`config.mk`:
```
export PLATFORM = sky130hd
export DESIGN_NAME = seq_shift_unit
export DESIGN_NICKNAME = d
export VERILOG_FILES = /design/src/rtl/seq_shift_unit.sv
export SDC_FILE = /design/constraint.sdc
export NUM_CORES = 1
export LEC_CHECK = 0
export CORE_ASPECT_RATIO = 1.5
export CORE_UTILIZATION = 30
export DETAILED_ROUTE_END_ITERATION = 10
export PLACE_DENSITY_LB_ADDON = 0.25
export SKIP_LAST_GASP = 1
export SYNTH_ARGS = -nofsm -noshare
export SYNTH_HDL_FRONTEND = slang
export SYNTH_SLANG_ARGS = --single-unit
```
`constraint.sdc`:
```
create_clock -name clk -period 1.92 [get_ports clk]
set_clock_uncertainty 0.1 [all_clocks]
set_input_delay 0.192 -clock clk [delete_from_list [all_inputs] [get_ports clk]]
set_output_delay 0.192 -clock clk [all_outputs]
set_load 0.03 [all_outputs]
```
`src/rtl/seq_shift_unit.sv`:
```
`default_nettype none
// ============================================================================
// Module   : seq_shift_unit
// Purpose  : Iterative multi-cycle shifter for the EX stage. It executes
//            SLL/SRL/SRA (and the immediate forms) one bit per clock rather
//            than through a full barrel shifter. A valid/ready handshake on
//            both sides lets the hazard unit stall the pipeline while a
//            shift is in flight.
// Ports    : clk, rst       - clock, asynchronous active-high reset
//            in_valid/ready - request handshake (op, operand, shamt)
//            op             - 00 SLL, 01 SRL, 10 SRA, 11 pass-through
//            operand        - value to shift (rs1)
//            shamt          - shift amount
//            out_valid/ready- result handshake
//            result         - shifted value (registered)
//            busy           - high in SHIFT or DONE; pipeline stall
// Options  : `define SEQ_SHIFT_STEP4_EN to shift by 4 per clock while the
//            remaining count is at least 4
// Revision : 1.0 - initial release
// ============================================================================
module seq_shift_unit #(
    parameter int N       = 32,
    parameter int SHAMT_W = 5
) (
    input  logic               clk,
    input  logic               rst,
    input  logic               in_valid,
    output logic               in_ready,
    input  logic [1:0]         op,
    input  logic [N-1:0]       operand,
    input  logic [SHAMT_W-1:0] shamt,
    output logic               out_valid,
    input  logic               out_ready,
    output logic [N-1:0]       result,
    output logic               busy
);

    localparam logic [1:0] c_OP_SLL  = 2'b00;
    localparam logic [1:0] c_OP_SRL  = 2'b01;
    localparam logic [1:0] c_OP_SRA  = 2'b10;
    localparam logic [1:0] c_OP_PASS = 2'b11;

    localparam logic [SHAMT_W-1:0] c_ONE = SHAMT_W'(1);

    typedef enum logic [1:0] {
        ST_IDLE  = 2'd0,
        ST_SHIFT = 2'd1,
        ST_DONE  = 2'd2
    } state_t;

    state_t               r_state;
    logic [N-1:0]         r_acc;
    logic [SHAMT_W-1:0]   r_cnt;
    logic [1:0]           r_op;

    logic [N-1:0]         w_shift1;
    logic [N-1:0]         w_step_acc;
    logic [SHAMT_W-1:0]   w_cnt_next;

    // Single-bit step; pass-through never reaches SHIFT, so it holds.
    always_comb begin
        w_shift1 = r_acc;
        case (r_op)
            c_OP_SLL: w_shift1 = {r_acc[N-2:0], 1'b0};
            c_OP_SRL: w_shift1 = {1'b0, r_acc[N-1:1]};
            c_OP_SRA: w_shift1 = {r_acc[N-1], r_acc[N-1:1]};
            default:  w_shift1 = r_acc;
        endcase
    end

`ifdef SEQ_SHIFT_STEP4_EN
    localparam logic [SHAMT_W-1:0] c_FOUR = SHAMT_W'(4);

    logic [N-1:0] w_shift4;
    logic         w_big_step;

    always_comb begin
        w_shift4 = r_acc;
        case (r_op)
            c_OP_SLL: w_shift4 = {r_acc[N-5:0], 4'b0000};
            c_OP_SRL: w_shift4 = {4'b0000, r_acc[N-1:4]};
            c_OP_SRA: w_shift4 = {{4{r_acc[N-1]}}, r_acc[N-1:4]};
            default:  w_shift4 = r_acc;
        endcase
    end

    // Take the 4-bit stride while at least 4 bits remain, then finish
    // the residue one bit at a time.
    assign w_big_step = (r_cnt >= c_FOUR);
    assign w_step_acc = w_big_step ? w_shift4 : w_shift1;
    assign w_cnt_next = w_big_step ? (r_cnt - c_FOUR) : (r_cnt - c_ONE);
`else
    assign w_step_acc = w_shift1;
    assign w_cnt_next = r_cnt - c_ONE;
`endif

    // SHIFT is entered only with a non-zero count, so the count reaching
    // zero on this step is the exit condition and never underflows.
    always_ff @(posedge clk or posedge rst) begin
        if (rst) begin
            r_state <= ST_IDLE;
            r_acc   <= '0;
            r_cnt   <= '0;
            r_op    <= c_OP_SLL;
        end else begin
            case (r_state)
                ST_IDLE: begin
                    if (in_valid) begin
                        r_acc <= operand;
                        r_op  <= op;
                        r_cnt <= shamt;
                        if ((shamt == '0) || (op == c_OP_PASS)) begin
                            r_state <= ST_DONE;
                        end else begin
                            r_state <= ST_SHIFT;
                        end
                    end
                end
                ST_SHIFT: begin
                    r_acc <= w_step_acc;
                    r_cnt <= w_cnt_next;
                    if (w_cnt_next == '0) begin
                        r_state <= ST_DONE;
                    end
                end
                ST_DONE: begin
                    if (out_ready) begin
                        r_state <= ST_IDLE;
                    end
                end
                default: r_state <= ST_IDLE;
            endcase
        end
    end

    // All outputs decode directly from registers. The accumulator is the
    // result register: it is only meaningful while out_valid is high, and
    // it is held there because DONE does not touch it.
    assign in_ready  = (r_state == ST_IDLE);
    assign out_valid = (r_state == ST_DONE);
    assign busy      = (r_state == ST_SHIFT) || (r_state == ST_DONE);
    assign result    = r_acc;

endmodule
`default_nettype wire

```
==> impl_metrics.csv <==
group,metric,value,unit
floorplanning,dieArea,8283,um^2
sta,hold_viol,0,
clock_network,cts_buffer_depth,2,
placement,port-buffer-count,77,
sta,fin_crit_sh,94.57,%
synthesis,yosysUniqueCellTypes,36,
floorplanning,rows,39,
synthesis,ys_warn_count,0,
run,cap_violations,0,
finish,final_cell_mix,"74 x clkdlybuf4s50_1, 66 x o21ai_0, 41 x dfrtp_1",
global_route,grt_pass1_vias,2258,
critical_path,path_max_fanout,5,
sta,max_freq,550.7,MHz
finish,n_fill_cell,765,
critical_path,critPathSlowestCell,"dfrtp_1",
route,vias_per_cell,5.303,
global_route,grt_antenna_before_repair,0,
clock_network,worstSkewPairLatency,0.28,ns
synthesis,synthFlopType,"dfrtp_1",
synthesis,synth_edf_count,0,
critical_path,arrival,1.91,ns
critical_path,worstSetupPathType,"register to register",
critical_path,cpPeakStageDelay,0.37,ns
finish,syn_to_final_growth,49.26,%
power,pwr_density_cell,2081,nW/um^2
critical_path,r2r-start,"r_cnt[1]",
synthesis,ys_seq_area_share,43.20,%
global_route,grt_max_degree,63,
finish,stdcell_count,446,
finish,drive_above_1_share,11.34,%
critical_path,worst-path-buf-inv,1,
critical_path,crit_chain,"inv_1 > ha_1 > xor2_1 > nor3b_1 > o21ai_0 > a21oi_2 > mux2i_1",
placement,pre_cts_ws,0.07360,ns
floorplanning,pin_count,78,
power,vdd_drop_max,0.9951,mV
global_route,track_usage,16.88,%
synthesis,syn_inst,263,
route,drt_iter0_drc,163,
sta,finalCriticalPeriod,1.816,ns
synthesis,ys_seq_elements,41,
sta,slew_headroom,70.14,%
critical_path,cp.required,2.02,ns
critical_path,ff2ff_path_depth,7,
synthesis,synth_nets,314,
clock_network,cts_made_buffers,5,
route,ant_nets,0,
global_route,gr-total-overflow,0,
critical_path,cp_top_family,"compound AO/OA/AOI/OAI gates",
clock_network,clkTransAtPathRegs,0.06,ns
clock_network,cts_root_buf,"clkbuf_16",
synthesis,async_reset_ff_share,100.0,%
placement,post-dp-hpwl,4.817,mm
critical_path,regToRegSetupSlack,0.10,ns
route,wl_per_cell,15.31,um
synthesis,syn_area,2375,um^2
sta,finalMaxSlewViolations,0,
finish,regArea,1026,um^2
clock_network,ctsHtreeMaxLevel,2,
finish,multi_input_area,1226,um^2
floorplanning,die_w,74.65,um
hold_path,min_path_type,"input port to async pin",
sta,rsz0062_at_grt,"yes",
clock_network,cts_sinks,41,
outcome,status,"complete, no violations",
critical_path,r2r-end,"r_state[0]",
critical_path,setup.worst_path.start_class,"register",
route,vias,2365,
floorplanning,initial_core_util,31.00,%
route,drt-pass1-iter-count,4,
sta,final.setup.tns,0,ns
power,leakagePower,1.447,nW
finish,diodes,0,
placement,place_inst,432,
placement,place_congestion,0.8695,
clock_network,cts_tree,"done",
sta,fin_ws,0.1042,ns
synthesis,synth_area_per_cell,9.030,um^2
route,drcViolationCount,0,
finish,final_common_cell,"clkdlybuf4s50_1",
floorplanning,fp.dieH,111.0,um
sta,worst_pin_slew,0.4473,ns
critical_path,cp-end-kind,"register",
clock_network,hold_buffers,0,
route,wl,6.827,mm
floorplanning,coreArea,7661,um^2
finish,final_nets,394,
global_route,grt_pass1_wl,10.97,mm
sta,setup_viol,0,
-- registers in the layout (all words and copies together) (netlist names) --
name,flops
result,32
r_cnt,5
r_op,2
r_state,2
-- per-stage QoR --
step	utilization (%)	hold WS (ns)	cell area, um^2	total power [mW]
after global placement	43.18	0.4141	3308	6.191
after detailed placement	43.18	0.4207	3308	6.270
after global routing	46.27	0.1949	3545	7.899
final	46.27	0.1449	3545	7.376
after CTS	45.44	0.1599	3481	7.223
after floorplan	-	0.2425	2387	4.686
-- worst max path at each step --
| stage | start | end | depth (start not counted) |
|---|---|---|---|
| 3_3_place_gp | in_valid | result[2] | 7 |
| 6_report | r_cnt[1] | r_state[0] | 7 |
| 2_1_floorplan | r_state[0] | result[28] | 9 |
| 3_5_place_dp | r_cnt[1] | r_state[0] | 7 |
| 5_1_grt | r_state[1] | r_cnt[0] | 7 |
| 4_1_cts | r_cnt[1] | r_state[0] | 7 |
-- what timing repair did --
| item | CTS | global route |
|---|---|---|
| pin swaps | 0 | 3 |
| gates cloned | 0 | 1 |
| endpoints found under the setup margin | 3 | 32 |
| resized for setup | 3 | 6 |
| buffers inserted | 0 | 5 |
-- synth_stat cells (2+ instances only) --
cell	n	area [um^2]
o21ai_0	67	335.3
dfrtp_1	41	1026
nand2_1	35	131.4
a221o_1	30	300.3
clkbuf_1	12	45.04
inv_1	10	37.54
nor2_1	9	33.78
buf_2	8	40.04
ha_1	8	100.1
a21oi_1	7	35.03
a31oi_1	3	18.77
nand3_1	3	15.01
clkbuf_2	2	10.01
mux2_2	2	22.52
nor3_1	2	10.01
nor3b_1	2	15.01
o211ai_1	2	15.01
o221ai_1	2	17.52
-- power by group --
group | switching (mW) | leakage [nW] | internal, mW | total [mW]
Clock | 0.323 | 0.0831 | 0.648 | 0.971
Combinational | 2.68 | 0.869 | 1.91 | 4.59
Sequential | 0.486 | 0.495 | 1.33 | 1.82
-- worst register-to-register path, cell delays in order, from the launching register on --
cell and delay (ns):
dfrtp_1 0.37, inv_1 0.08, ha_1 0.24, xor2_1 0.16
nor3b_1 0.18, o21ai_0 0.18, a21oi_2 0.20, mux2i_1 0.22
-- area by class of cell --
cell class	count	share of cell area, %
repair buffers	96	26.61
clock inverters	2	1.059
well taps	102	3.600
multi-input cells	188	34.59
flip-flops and latches	41	28.94
inverters	11	1.271
clock buffers	6	3.918
-- layer usage --
layer | GRT usage [%] | wire (um) | vias up
met5 | 0 | 0 | -
met4 | 4.906 | 115 | 0
met3 | 3.273 | 299 | 9
met2 | 29.31 | 3610 | 80
met1 | 20.51 | 2802 | 1135
li1 | - | - | 1141
-- logic make-up (layout without fill, tap and decap cells) --
| logic type | after synthesis | in the layout | share of synthesized area (%) |
|---|---|---|---|
| AO/OA/AOI/OAI | 121 | 121 | 35.09 |
| multiplexers | 3 | 3 | 1.370 |
| adder cells (fa/ha/maj) | 8 | 8 | 4.215 |
| XOR/XNOR | 1 | 1 | 0.3689 |
| AND/OR/NAND/NOR | 55 | 55 | 9.695 |
| flip-flops | 41 | 41 | 43.20 |
| buffers and inverters | 34 | 115 | 6.059 |
Note: power is estimated with default switching activity, not from simulation.
